<file path="config.mk">
export PLATFORM = sky130hd
export DESIGN_NAME = inst_fetch
export DESIGN_NICKNAME = d
export VERILOG_FILES = /design/src/rtl/inst_fetch_pkg.sv /design/src/rtl/inst_fetch_sat_counter.sv /design/src/rtl/inst_fetch.sv
export SDC_FILE = /design/constraint.sdc
export NUM_CORES = 1
export LEC_CHECK = 0
export BUFFER_PORTS_ARGS = -buffer_cell sky130_fd_sc_hd__buf_2
export CAP_MARGIN = 40
export CORE_MARGIN = 8
export CORE_UTILIZATION = 42
export DETAILED_ROUTE_END_ITERATION = 7
export PLACE_DENSITY_LB_ADDON = 0.12
export RECOVER_POWER = 100
export SLEW_MARGIN = 20
export SYNTH_ARGS = -nofsm -noshare
export SYNTH_HDL_FRONTEND = slang
export SYNTH_SLANG_ARGS = --single-unit
</file>
<file path="constraint.sdc">
create_clock -name Clk -period 5 [get_ports Clk]
set_input_delay 0 -clock Clk [delete_from_list [all_inputs] [get_ports Clk]]
set_output_delay 0 -clock Clk [all_outputs]
set_load 0.05 [all_outputs]
</file>
<file path="src/rtl/inst_fetch_pkg.sv">
// Shared definitions for the fetch unit: sequencer states, the decoder's
// unmapped-target marker and the jump opcodes owned by the control decoder.
package inst_fetch_pkg;

  typedef enum logic [1:0] {
    IDLE  = 2'd0,
    RUN   = 2'd1,
    DONE  = 2'd2,
    FAULT = 2'd3
  } fetch_state_t;

  localparam logic [15:0] kNULL_TARGET = 16'h0000;

  // Jump opcodes decoded upstream; listed here so both ends share one source.
  localparam logic [3:0] kJ    = 4'h8;
  localparam logic [3:0] kBRE  = 4'h9;
  localparam logic [3:0] kBRGT = 4'hA;

endpackage

</file>
<file path="src/rtl/inst_fetch_sat_counter.sv">
// Saturating up-counter with synchronous clear; clear wins over increment
// and the count sticks at all-ones instead of wrapping.
module sat_counter #(
  parameter int W = 8
) (
  input  logic         Clk,
  input  logic         Reset,
  input  logic         clr,
  input  logic         inc,
  output logic [W-1:0] count
);

  logic [W-1:0] count_q;
  logic [W-1:0] count_d;

  always_comb begin
    count_d = count_q;
    if (clr) begin
      count_d = '0;
    end else if (inc && !(&count_q)) begin
      count_d = count_q + W'(1);
    end
  end

  always_ff @(posedge Clk or posedge Reset) begin
    if (Reset) begin
      count_q <= '0;
    end else begin
      count_q <= count_d;
    end
  end

  assign count = count_q;

endmodule

</file>
<file path="src/rtl/inst_fetch.sv">
// Program counter / fetch sequencer: consumes the decoder's jump_en/Target
// interface and steps the ROM address through IDLE, RUN, DONE and FAULT.
module inst_fetch
  import inst_fetch_pkg::*;
#(
  parameter int                 PC_W   = 16,
  parameter logic [PC_W-1:0]    PC_MAX = 16'h03FF,
  parameter int                 JCNT_W = 8
) (
  input  logic              Clk,
  input  logic              Reset,
  input  logic              Start,
  input  logic [PC_W-1:0]   StartAddr,
  input  logic              Halt,
  input  logic              jump_en,
  input  logic [PC_W-1:0]   Target,
  output logic [PC_W-1:0]   ProgCtr,
  output logic              Running,
  output logic              Done,
  output logic              Fault,
  output logic [15:0]       InstCount,
  output logic [JCNT_W-1:0] JumpCount
);

  fetch_state_t    state_q;
  logic [PC_W-1:0] pc_q;
  logic            targetBad;
  logic            instInc;
  logic            jumpInc;

  // Target 0 is what the decoder emits for an unmapped entry, never a real jump.
  assign targetBad = (Target == PC_W'(kNULL_TARGET)) || (Target > PC_MAX);

  // Every RUN cycle retires exactly one instruction, whatever it turns out to be.
  assign instInc = !Start && (state_q == RUN);
  assign jumpInc = instInc && !Halt && jump_en && !targetBad;

  always_ff @(posedge Clk or posedge Reset) begin
    if (Reset) begin
      state_q <= IDLE;
      pc_q    <= '0;
    end else if (Start) begin
      pc_q    <= StartAddr;
      state_q <= (StartAddr > PC_MAX) ? FAULT : RUN;
    end else if (state_q == RUN) begin
      if (Halt) begin
        state_q <= DONE;
      end else if (jump_en) begin
        if (targetBad) begin
          state_q <= FAULT;
        end else begin
          pc_q <= Target;
        end
      end else if (pc_q == PC_MAX) begin
        state_q <= DONE;
      end else begin
        pc_q <= pc_q + PC_W'(1);
      end
    end
  end

  sat_counter #(.W(16)) uInstCount (
    .Clk   (Clk),
    .Reset (Reset),
    .clr   (Start),
    .inc   (instInc),
    .count (InstCount)
  );

  sat_counter #(.W(JCNT_W)) uJumpCount (
    .Clk   (Clk),
    .Reset (Reset),
    .clr   (Start),
    .inc   (jumpInc),
    .count (JumpCount)
  );

  assign ProgCtr = pc_q;
  assign Running = (state_q == RUN);
  assign Done    = (state_q == DONE);
  assign Fault   = (state_q == FAULT);

endmodule

</file>
==> flow_summary.json <==
{
  "arrival_ns": 2.74,
  "synth-async-reset-ratio_pct": 100,
  "globalplace.congestion": 0.832,
  "ctsLongestPathBuffers": 2,
  "insertion_delay_ns": 0.30,
  "hold_viol": 0,
  "die_y_um": 97.3,
  "ys_seq_area_share_pct": 37.9,
  "ys_warn_count": 0,
  "slew_violations": 43,
  "violations": "capacitance limit, slew limit",
  "finalCritPeriodShare_pct": 51.2,
  "r2r_setup_slack_ns": 2.44,
  "clk_pin_slew_ns": 0.08,
  "synth_top_area_cell": "dfrtp_1",
  "post_drt_wl_per_cell_um": 16.9,
  "synthAdderAreaFrac_pct": 1.35,
  "cts_tree": "built",
  "antenna_found_initial": 0,
  "status": "complete, but fails checks",
  "synth_seq_cells": 42,
  "first_iter_violations": 172,
  "rows": 29,
  "areaGrowthSynthToFinish_pct": 22.3,
  "post_cts_resized": 0,
  "layout_commonest_cell": "clkbuf_1",
  "reg2reg_from": "ProgCtr[10]$_DFFE_PP0P_",
  "holdBufCountCts": 17,
  "skew_ns": 0.0101,
  "syn_area_per_cell_um2": 8.75,
  "tns_ns": 0,
  "hold_path.class": "primary input to register",
  "cts_max_level": 2,
  "overflow": 0,
  "end_kind": "register",
  "root_buffer": "clkbuf_8",
  "tightest_slew_ns": 2.35,
  "die_x_um": 97.3,
  "r2r-end": "ProgCtr[0]$_DFFE_PP0P_",
  "synthTopCellsByArea": "dfrtp_1 (38%), xnor2_1 (8.2%), nor2_1 (4.5%)",
  "synth_cells": 317,
  "ys.flop_type": "dfrtp_1",
  "synth_cell_types": 51,
  "max_freq_mhz": 391,
  "drc": 0,
  "synth_top_family_by_area": "simple AND/OR/NAND/NOR gates",
  "synth_simple_gate_area_share_pct": 29.2,
  "route.vias.total": 2744,
  "finalSetupViolCount": 0,
  "synth_nets": 357,
  "register_area_um2": 1050,
  "io_buffers": 79,
  "antenna_cells": 0,
  "cts_inserted_buffers": 5,
  "setup_ws_ns": 2.44,
  "core_area_um2": 6390,
  "initial_core_util_pct": 43.4,
  "crit_required_ns": 5.18,
  "crit_path_start": "ProgCtr[10]$_DFFE_PP0P_",
  "rsz0062_at_grt": "false",
  "synth_area_um2": 2770,
  "die_area_um2": 9460,
  "layout_min_cycle_time_ns": 2.56,
  "worstRegToRegCells": 5,
  "synth_mux_area_share_pct": 4.51,
  "ioPinCount": 80,
  "synth_edf_count": 0,
  "crit_end": "ProgCtr[0]$_DFFE_PP0P_",
  "critical_path_class": "register to register",
  "post_cts_buffers": 0,
  "grt_pass1_vias": 2759,
  "synth_top_area_share_pct": 37.9,
  "drtAntennaViolNets": 0,
  "grt_use_total_pct": 17.0,
  "first_pass_iters": 4,
  "cap_violations": 1,
  "grt_pass1_wl_um": 13700,
  "cts_sinks": 42,
  "drive_above_1_share_pct": 12.6,
  "grt_max_degree": 43,
  "p_leak_nw": 1.34,
  "synth-compound-area-share_pct": 13.4,
  "path_max_fanout": 14,
  "post-place-ws_ns": 2.67,
  "fillCellCount": 644,
  "hpwl_um": 5820,
  "pwr_density_cell_nw_per_um2": 223,
  "drt-total-wl_um": 8150,
  "nets": 444,
  "mostFrequentLayoutCells": "clkbuf_1 (45), dfrtp_1 (42), buf_2 (36)",
  "cp-start-kind": "register",
  "relSlewSlack_pct": -56.9,
  "multi_input_area_um2": 1570,
  "synth_xor_area_share_pct": 8.84,
  "viasPerCell": 5.69,
  "ir_worst_vdd_mv": 0.130
}
-- critical path: stages (launching register included) --
cell	delay [ns]
dfrtp_1	0.45
or4_1	0.53
nor4_1	0.33
a41o_1	0.57
nor2_1	0.21
a221o_1	0.34
-- layout make-up --
cell class              instances  share of cell area (%)
repair buffers                 98                    16.0
flip-flops and latches         42                    31.0
multi-input cells             245                    46.3
clock inverters                 2                   0.406
clock buffers                   6                    2.14
inverters                      12                    1.33
well taps                      77                    2.84
-- Yosys cell counts, types with 3 or more instances --
cell type,instances
o31ai_1,4
o311ai_1,4
nand4_1,12
nor2b_1,5
nor3_1,7
buf_2,4
nand3_1,17
nor4_1,19
o21ai_1,4
clkbuf_1,11
and3_1,5
ha_1,3
xnor2_1,26
inv_1,12
a31oi_1,3
o21ai_0,6
dfrtp_1,42
and4_1,5
nand2_1,32
or4_1,4
mux2i_1,8
o211ai_1,14
nor2_1,33
nor3b_1,3
-- worst min-delay path by stage --
| stage | start | end | slack [ns] | cells after the start |
|---|---|---|---|---|
| floorplan | StartAddr[1] | ProgCtr[1]$_DFFE_PP0P_ | 0.12 | 2 |
| global placement | Reset | uInstCount.count[5]$_DFFE_PP0P_ | 0.19 | 3 |
| detailed placement | Reset | uInstCount.count[5]$_DFFE_PP0P_ | 0.19 | 3 |
| CTS | Target[8] | ProgCtr[8]$_DFFE_PP0P_ | 0.03 | 3 |
| global route | Target[10] | ProgCtr[10]$_DFFE_PP0P_ | 0.05 | 3 |
| finish | Target[9] | ProgCtr[9]$_DFFE_PP0P_ | 0.03 | 3 |
-- metrics by stage --
stage | utilization [%] | hold slack (ns) | instances | total power [W] | area, µm²
floorplan | - | 0.119 | 317 | 0.000483 | 2770
global placement | 49.9 | 0.187 | 456 | 0.000531 | 3190
detailed placement | 50.3 | 0.188 | 457 | 0.000535 | 3210
CTS | 54.3 | 0.0304 | 482 | 0.000769 | 3470
global route | 53.1 | 0.0472 | 482 | 0.000792 | 3390
finish | 53.1 | 0.0323 | 482 | 0.000756 | 3390
-- logic make-up (layout without fill, tap and decap cells) --
group	Yosys count	in the layout
AOI/OAI and AO/OA	49	49
adders and majority gates	3	3
xor gates and xnor gates	28	28
buffers and inverters	30	118
DFF	42	42
muxes	12	12
and+or+nand+nor	153	153
-- where the power goes --
part	total [W]	leakage, nW	internal, W	switching [W]
registers	0.000374	0.548	0.000351	0.0000230
clock network	0.000223	0.0452	0.0000987	0.000124
logic	0.000158	0.745	0.0000535	0.000105
total	0.000756	1.34	0.000504	0.000252
-- state kept, by name, indices dropped and copies added, names as in the netlist --
name	count
ProgCtr	16
uInstCount.count	16
uJumpCount.count	8
state_q	2
-- routing by layer --
layer,vias to the layer above,track usage [%],wire length (µm)
met5,-,0,0
met4,0,5.94,124
met3,11,3.56,448
met2,75,27.0,3750
met1,1313,22.2,3830
li1,1345,-,-
(Power assumes the default switching activity.)
